--- config.mk ---
export PLATFORM = sky130hd
export DESIGN_NAME = trapezoid_step_sequencer_flat
export DESIGN_NICKNAME = d
export VERILOG_FILES = /design/src/rtl/trapezoid_step_sequencer_if.sv /design/src/rtl/trapezoid_step_sequencer.sv /design/src/flat_wrapper.sv
export SDC_FILE = /design/constraint.sdc
export NUM_CORES = 1
export LEC_CHECK = 0
export BUFFER_PORTS_ARGS = -buffer_cell sky130_fd_sc_hd__buf_2
export CAP_MARGIN = 40
export CORE_MARGIN = 2
export CORE_UTILIZATION = 35
export DETAILED_ROUTE_END_ITERATION = 16
export PLACE_DENSITY = 0.61
export SLEW_MARGIN = 5
export SYNTH_ARGS = -nofsm -noshare
export SYNTH_HDL_FRONTEND = slang
export SYNTH_SLANG_ARGS = --single-unit
--- constraint.sdc ---
create_clock -name CLK -period 4.57 [get_ports CLK]
set_input_delay 0.2285 -clock CLK [delete_from_list [all_inputs] [get_ports CLK]]
set_output_delay 0.2285 -clock CLK [all_outputs]
set_load 0.02 [all_outputs]
--- src/rtl/trapezoid_step_sequencer_if.sv ---
// -----------------------------------------------------------------------------
// trapezoid_step_sequencer_if
// Bundles the command handshake, the PWM-channel drive/feedback and the
// status outputs of one trapezoid step sequencer.
//   slave  : sequencer side (accepts commands, drives the PWM channel)
//   master : step-command source / channel model side
// Signals:
//   CMD_VALID, CMD_READY, CMD_LEVEL[7:0], CMD_DIV[7:0], ABORT  command path
//   PWMBP, D[7:0], L, CE, ZERO                                 PWM channel
//   BUSY, DONE, ABORTED                                        status
// -----------------------------------------------------------------------------
interface trapezoid_step_sequencer_if;
  logic       CMD_VALID;
  logic       CMD_READY;
  logic [7:0] CMD_LEVEL;
  logic [7:0] CMD_DIV;
  logic       ABORT;
  logic       PWMBP;
  logic [7:0] D;
  logic       L;
  logic       CE;
  logic       ZERO;
  logic       BUSY;
  logic       DONE;
  logic       ABORTED;

  modport slave (
    input  CMD_VALID, CMD_LEVEL, CMD_DIV, ABORT, ZERO,
    output CMD_READY, PWMBP, D, L, CE, BUSY, DONE, ABORTED
  );

  modport master (
    output CMD_VALID, CMD_LEVEL, CMD_DIV, ABORT, ZERO,
    input  CMD_READY, PWMBP, D, L, CE, BUSY, DONE, ABORTED
  );
endinterface

--- src/rtl/trapezoid_step_sequencer.sv ---
// -----------------------------------------------------------------------------
// trapezoid_step_sequencer
// Sequences one trapezoid PWM current channel: free-running PWM base-period
// strobe, start-level load, ramp count-enables every CMD_DIV base periods,
// and ramp completion via the channel's ZERO flag (qualified by a CE having
// been issued), with abort support.
// Ports:
//   CLK   system clock, rising edge
//   RSTN  asynchronous active-low reset
//   bus   trapezoid_step_sequencer_if.slave (command, channel, status)
//
// state  | meaning
// -------+-----------------------------------------------------------------
// IDLE   | ready for a command, CMD_READY=1
// LOAD   | one cycle, L=1 with D=latched start level
// RAMP   | CE every div base periods, wait for qualified ZERO or ABORT
// FIN    | one cycle, DONE=1
// KILL   | one cycle, L=1 with D=0, ABORTED=1
// -----------------------------------------------------------------------------
module trapezoid_step_sequencer #(
  parameter int PWM_PERIOD = 2048
) (
  input  logic                          CLK,
  input  logic                          RSTN,
  trapezoid_step_sequencer_if.slave     bus
);

  localparam int PW = $clog2(PWM_PERIOD);
  localparam logic [PW-1:0] PER_LAST = PW'(PWM_PERIOD - 1);

  typedef enum logic [2:0] {
    S_IDLE,
    S_LOAD,
    S_RAMP,
    S_FIN,
    S_KILL
  } state_t;

  state_t        state_q, state_d;
  logic [PW-1:0] per_cnt_q, per_cnt_d;
  logic          pwmbp_q, pwmbp_d;
  logic [7:0]    level_q, level_d;
  logic [7:0]    div_q, div_d;
  logic [7:0]    div_cnt_q, div_cnt_d;
  logic          ce_seen_q, ce_seen_d;

  logic          cmd_ready;
  logic          busy;
  logic          l_out;
  logic [7:0]    d_out;
  logic          ce_out;
  logic          done_out;
  logic          aborted_out;

  // Period counter runs regardless of FSM state; the strobe is registered so
  // it appears in the cycle after the wrap edge.
  always_comb begin
    if (per_cnt_q == PER_LAST) begin
      per_cnt_d = '0;
      pwmbp_d   = 1'b1;
    end else begin
      per_cnt_d = per_cnt_q + 1'b1;
      pwmbp_d   = 1'b0;
    end
  end

  always_comb begin
    state_d     = state_q;
    level_d     = level_q;
    div_d       = div_q;
    div_cnt_d   = div_cnt_q;
    ce_seen_d   = ce_seen_q;
    cmd_ready   = 1'b0;
    busy        = 1'b1;
    l_out       = 1'b0;
    d_out       = 8'd0;
    ce_out      = 1'b0;
    done_out    = 1'b0;
    aborted_out = 1'b0;

    unique case (state_q)
      S_IDLE: begin
        cmd_ready = 1'b1;
        busy      = 1'b0;
        if (bus.CMD_VALID) begin
          level_d = bus.CMD_LEVEL;
          div_d   = (bus.CMD_DIV == 8'd0) ? 8'd1 : bus.CMD_DIV;
          state_d = S_LOAD;
        end
      end

      S_LOAD: begin
        l_out     = 1'b1;
        d_out     = level_q;
        div_cnt_d = 8'd0;
        ce_seen_d = 1'b0;
        // The load strobe is already out this cycle; an abort here only
        // redirects to KILL so the channel is zeroed next.
        state_d   = bus.ABORT ? S_KILL : S_RAMP;
      end

      S_RAMP: begin
        if (pwmbp_q) begin
          if (div_cnt_q == div_q - 8'd1) begin
            ce_out    = 1'b1;
            div_cnt_d = 8'd0;
            ce_seen_d = 1'b1;
          end else begin
            div_cnt_d = div_cnt_q + 8'd1;
          end
        end
        // ZERO only counts once a CE has really moved the channel, so a
        // start level of 0 still ramps. Abort takes priority over completion.
        if (bus.ABORT) begin
          state_d = S_KILL;
        end else if (bus.ZERO && ce_seen_q) begin
          state_d = S_FIN;
        end
      end

      S_FIN: begin
        done_out = 1'b1;
        state_d  = S_IDLE;
      end

      S_KILL: begin
        l_out       = 1'b1;
        d_out       = 8'd0;
        aborted_out = 1'b1;
        state_d     = S_IDLE;
      end

      default: begin
        state_d = S_IDLE;
      end
    endcase
  end

  always_ff @(posedge CLK or negedge RSTN) begin
    if (!RSTN) begin
      state_q   <= S_IDLE;
      per_cnt_q <= '0;
      pwmbp_q   <= 1'b0;
      level_q   <= 8'd0;
      div_q     <= 8'd1;
      div_cnt_q <= 8'd0;
      ce_seen_q <= 1'b0;
    end else begin
      state_q   <= state_d;
      per_cnt_q <= per_cnt_d;
      pwmbp_q   <= pwmbp_d;
      level_q   <= level_d;
      div_q     <= div_d;
      div_cnt_q <= div_cnt_d;
      ce_seen_q <= ce_seen_d;
    end
  end

  assign bus.CMD_READY = cmd_ready;
  assign bus.BUSY      = busy;
  assign bus.PWMBP     = pwmbp_q;
  assign bus.L         = l_out;
  assign bus.D         = d_out;
  assign bus.CE        = ce_out;
  assign bus.DONE      = done_out;
  assign bus.ABORTED   = aborted_out;

endmodule

--- src/flat_wrapper.sv ---
// flat-port wrapper written by rule: the top's interface ports become plain ports
module trapezoid_step_sequencer_flat 
#(
  parameter int PWM_PERIOD = 2048
)
  (CLK, RSTN, bus_CMD_VALID, bus_CMD_LEVEL, bus_CMD_DIV, bus_ABORT, bus_ZERO, bus_CMD_READY, bus_PWMBP, bus_D, bus_L, bus_CE, bus_BUSY, bus_DONE, bus_ABORTED);
  trapezoid_step_sequencer_if bus_i ();
  input  logic CLK;
  input  logic RSTN;
  input wire logic [$bits(bus_i.CMD_VALID)-1:0] bus_CMD_VALID;
  input wire logic [$bits(bus_i.CMD_LEVEL)-1:0] bus_CMD_LEVEL;
  input wire logic [$bits(bus_i.CMD_DIV)-1:0] bus_CMD_DIV;
  input wire logic [$bits(bus_i.ABORT)-1:0] bus_ABORT;
  input wire logic [$bits(bus_i.ZERO)-1:0] bus_ZERO;
  output wire logic [$bits(bus_i.CMD_READY)-1:0] bus_CMD_READY;
  output wire logic [$bits(bus_i.PWMBP)-1:0] bus_PWMBP;
  output wire logic [$bits(bus_i.D)-1:0] bus_D;
  output wire logic [$bits(bus_i.L)-1:0] bus_L;
  output wire logic [$bits(bus_i.CE)-1:0] bus_CE;
  output wire logic [$bits(bus_i.BUSY)-1:0] bus_BUSY;
  output wire logic [$bits(bus_i.DONE)-1:0] bus_DONE;
  output wire logic [$bits(bus_i.ABORTED)-1:0] bus_ABORTED;
  assign bus_i.CMD_VALID = bus_CMD_VALID;
  assign bus_i.CMD_LEVEL = bus_CMD_LEVEL;
  assign bus_i.CMD_DIV = bus_CMD_DIV;
  assign bus_i.ABORT = bus_ABORT;
  assign bus_i.ZERO = bus_ZERO;
  assign bus_CMD_READY = bus_i.CMD_READY;
  assign bus_PWMBP = bus_i.PWMBP;
  assign bus_D = bus_i.D;
  assign bus_L = bus_i.L;
  assign bus_CE = bus_i.CE;
  assign bus_BUSY = bus_i.BUSY;
  assign bus_DONE = bus_i.DONE;
  assign bus_ABORTED = bus_i.ABORTED;
  trapezoid_step_sequencer #(.PWM_PERIOD(PWM_PERIOD)) u_core (.CLK(CLK), .RSTN(RSTN), .bus(bus_i));
endmodule
==> summary by stage <==
Run status
The run finished with clean final reports.

Setup path
The capturing element type of the critical path is an output port. The worst setup path is launched from a register. The slowest stage cell on the critical path is dfstp_2.

Walking the worst path, the cells encountered are inv_1 > ha_1 > xnor2_1 > nor2_1 > o221ai_1 > nor4b_4 > and3_2 > buf_2. The biggest fanout along the worst timing path is 6. The worst setup path category is reg -> out.

STA puts the critical path data arrival time at 2.46 ns. In this design, the stage delay of the slowest critical-path cell is between 0.5 and 0.6 ns. The data required time at the worst endpoint is 4.34 ns.

Synthesis
The number of warning messages in the yosys log is 0. The average cell area after synthesis is 10.7 µm². Yosys mapped a number of flops with a built-in enable equal to 0.

Of all flip-flops after synthesis, the portion carrying an async set or reset was 100%. The biggest area contributor in the post-synthesis netlist is dfrtp_1. The mapped cell area is 2090 µm². The total nets after synthesis is 219. Yosys attributes the largest share of cell area to dfrtp_1 (47%), mux2_2 (7.5%), xnor2_1 (5.0%). The sequential area share after synthesis is 47.9%.

The number of distinct library cell variants in the gate-level netlist after synthesis is 41. After synthesis, the largest area contributor takes up 46.7% of total cell area. The cell count after synthesis came out at 195. The most used flip-flop cell after synthesis is dfrtp_1. The synthesized design contains 40 register bits.

Placement
The weighted congestion at the end of routability-driven global placement is 0.764. The count of buffers inserted at the top-level ports is 35. The HPWL reported at the end of detailed placement is 3.03 mm.

CTS
Counting the buffers created by CTS gives 5. The TritonCTS clock tree is yes. CTS built an H-tree with a depth of 2. The buffer cell driving the clock tree root is clkbuf_8. The hold buffer count at CTS is 1. For the worst-skew pair, the clock arrives at the later sink with an insertion delay of 0.29 ns. The clock input transition at the sequential cells of the worst setup and hold paths is approximately 0.08 ns. The post-cts gate resize count is 0. The clock drives 40 sinks.

The total setup buffers inserted after CTS is 0. In this run the deepest clock path goes through 2 buffers.

Global routing
In the global route stage, met2 resource usage came out at roughly 21%. For this run, global-route usage on met1 was measured as approximately a fifth. Across every metal layer, demand over resource in global routing totals roughly 14%.

The layer flagged by global routing as most heavily used is met2. The pin count of the biggest net entering global routing is 28. The via count of the first global-routing pass is 1467. For this run, global-route usage on met3 was measured as 4.22%. The final global-route overflow total is 0. The number of antenna violations at the first check in global routing is 0.

The global-route wire length before repair is just under 7 mm.

Final layout
The net count of the finished layout is 260. The fraction of final layout cells sized beyond drive strength 1 is ~30%. The post-synthesis to final-layout area growth is 18.1%. 0 antenna diodes ended up in the layout. The count of filler cells inserted in the layout is approximately 580.

Pwr
The analysis attributes to cell leakage a power of approximately 1.1 nW. Power comes to ~0.0012 W. The power density over the cells is 484 nW/µm². The peak ir drop on the vdd network is 225 µV.

STA
The setup total negative slack is 0 ns. Setup violations remaining at the end of the flow were counted as 0. The number of endpoints with negative hold slack in the final report is 0.

Setup repair after global routing left no endpoint under its margin. The transition time at the pin with the least slew margin is 0.777 ns. The clock arrives with approximately 0.0054 ns of skew. The worst hold margin is 0.112 ns.

The headroom to the max-slew limit is 48.2%. The final critical path takes up 58.7% of the cycle. The number of pins with negative max-slew slack in the final report is 0. The final critical delay including setup and external delays is 2.68 ns. The timing-limited maximum frequency is roughly 0.37 GHz.

Flow run
The number of maximum-capacitance violations is 0.

Floorplan
The height of the die is 81.3 µm. Row generation in the floorplan step produced 28 rows. The die boundary width is slightly above 80 µm. The number of placed I/O pins is 36. The initial core utilization is 35.7%. The die covers 6610 µm². The core area is 5850 µm².

Routing
In the final routed layout, each cell accounts on average for 13.1 µm. The number of remaining DRC errors is 0. The routed via count divided by cell count is 4.88. The via count is 1523. The count of TritonRoute iterations in the first routing pass is 4. The count of nets left with antenna violations once routing finished came out at 0. The first-iteration detailed-routing DRC count is 48. After detailed routing, the total wire length is 4.10 mm.

Hold path
The tightest min-delay check is of the in -> reg type.
## final timing paths
| kind | cells past startpoint | to | startpoint | slack [ns] |
|---|---|---|---|---|
| worst min register to register | 1 | u_core.per_cnt_q[8]$_DFF_PN0_ | u_core.per_cnt_q[8]$_DFF_PN0_ | 0.47 |
| worst min-delay path | 2 | u_core.state_q[1]$_DFFE_PN0P_ | bus_ABORT | 0.11 |
| worst max register to register | 9 | u_core.div_cnt_q[6]$_DFFE_PN0P_ | u_core.div_q[0]$_DFFE_PN1P_ | 2.27 |
| max in group asynchronous | 3 | u_core.div_q[0]$_DFFE_PN1P_ | RSTN | 3.66 |
| min in group asynchronous | 2 | u_core.div_cnt_q[5]$_DFFE_PN0P_ | RSTN | 0.38 |
| worst max-delay path | 8 | bus_CE | u_core.div_q[0]$_DFFE_PN1P_ | 1.89 |
## logic make-up after synthesis
group	share of synthesized area, %
and+or+nand+nor	22.8
DFF	47.9
AOI/OAI and AO/OA	10.5
xor gates and xnor gates	7.54
muxes	7.54
buffers and inverters	1.92
adders and majority gates	1.80
## Yosys cell counts, types with 3 or more instances
master	count
dfrtp_1	39
nand2_1	16
nand3_1	16
nor2_1	15
mux2_2	14
xnor2_1	12
and2_1	9
o21ai_0	9
inv_1	7
xor2_1	6
a211oi_1	5
and3_1	4
nand2b_1	4
a21o_1	3
a21oi_1	3
ha_1	3
o311ai_2	3
## where the power goes
group,internal [W],switching (W)
sequential,0.000439,0.0000775
clock,0.000123,0.000123
combinational,0.000199,0.000233
## cells in the final DEF (no fill, tap or decap), types with 2 or more instances in the layout
| cell | Yosys | layout |
|---|---|---|
| a211oi_1 | 5 | 5 |
| a21o_1 | 3 | 3 |
| a21oi_1 | 3 | 3 |
| and2_1 | 9 | 9 |
| and3_1 | 4 | 4 |
| buf_2 | 2 | 35 |
| clkbuf_8 | 0 | 6 |
| dfrtp_1 | 39 | 39 |
| ha_1 | 3 | 3 |
| inv_1 | 7 | 7 |
| mux2_2 | 14 | 14 |
| nand2_1 | 16 | 16 |
| nand2b_1 | 4 | 4 |
| nand3_1 | 16 | 16 |
| nor2_1 | 15 | 15 |
| nor3_1 | 2 | 2 |
| nor3b_2 | 2 | 2 |
| o21ai_0 | 9 | 9 |
| o311ai_2 | 3 | 3 |
| xnor2_1 | 12 | 12 |
| xor2_1 | 6 | 6 |
## final cells by class
type / instances / area [µm²] / area share, %
Multi-Input combinational cell: 145 / 1050 / 42.5
Sequential cell: 40 / 1000 / 40.6
Timing Repair Buffer: 37 / 205 / 8.31
Tap cell: 75 / 93.8 / 3.80
Clock buffer: 7 / 86.3 / 3.50
Inverter: 7 / 26.3 / 1.06
Clock inverter: 1 / 7.51 / 0.304
## worst max-delay path: cells and delay by family (launching register included)
family | cells | cell delay, ns
DFF | 1 | 0.56
and+or+nand+nor | 3 | 0.82
adders and majority gates | 1 | 0.30
buffers and inverters | 2 | 0.21
xor gates and xnor gates | 1 | 0.13
AOI/OAI and AO/OA | 1 | 0.15
## through the flow
step	cells	setup slack (ns)	util (%)	cell area (µm²)
floorplan	195	2.37	-	2090
global placement	302	2.20	40.1	2350
detailed placement	303	2.18	40.4	2370
CTS	312	1.85	42.2	2470
global route	312	1.72	42.2	2470
finish	312	1.89	42.2	2470
## layer usage
metal,routed length (µm),up-vias,part of all wire (%)
li1,-,766,-
met1,1940,733,47
met2,1980,20,48
met3,151,4,3.7
met4,31,0,0.76
met5,0,-,0
## registers in the layout (all words and copies together) (netlist names)
name	flops
u_core.state_q	3
u_core.ce_seen_q	1
u_core.bus.PWMBP	1
u_core.div_q	8
u_core.per_cnt_q	11
u_core.level_q	8
u_core.div_cnt_q	8
No activity file was read; power rests on OpenSTA's default activity.
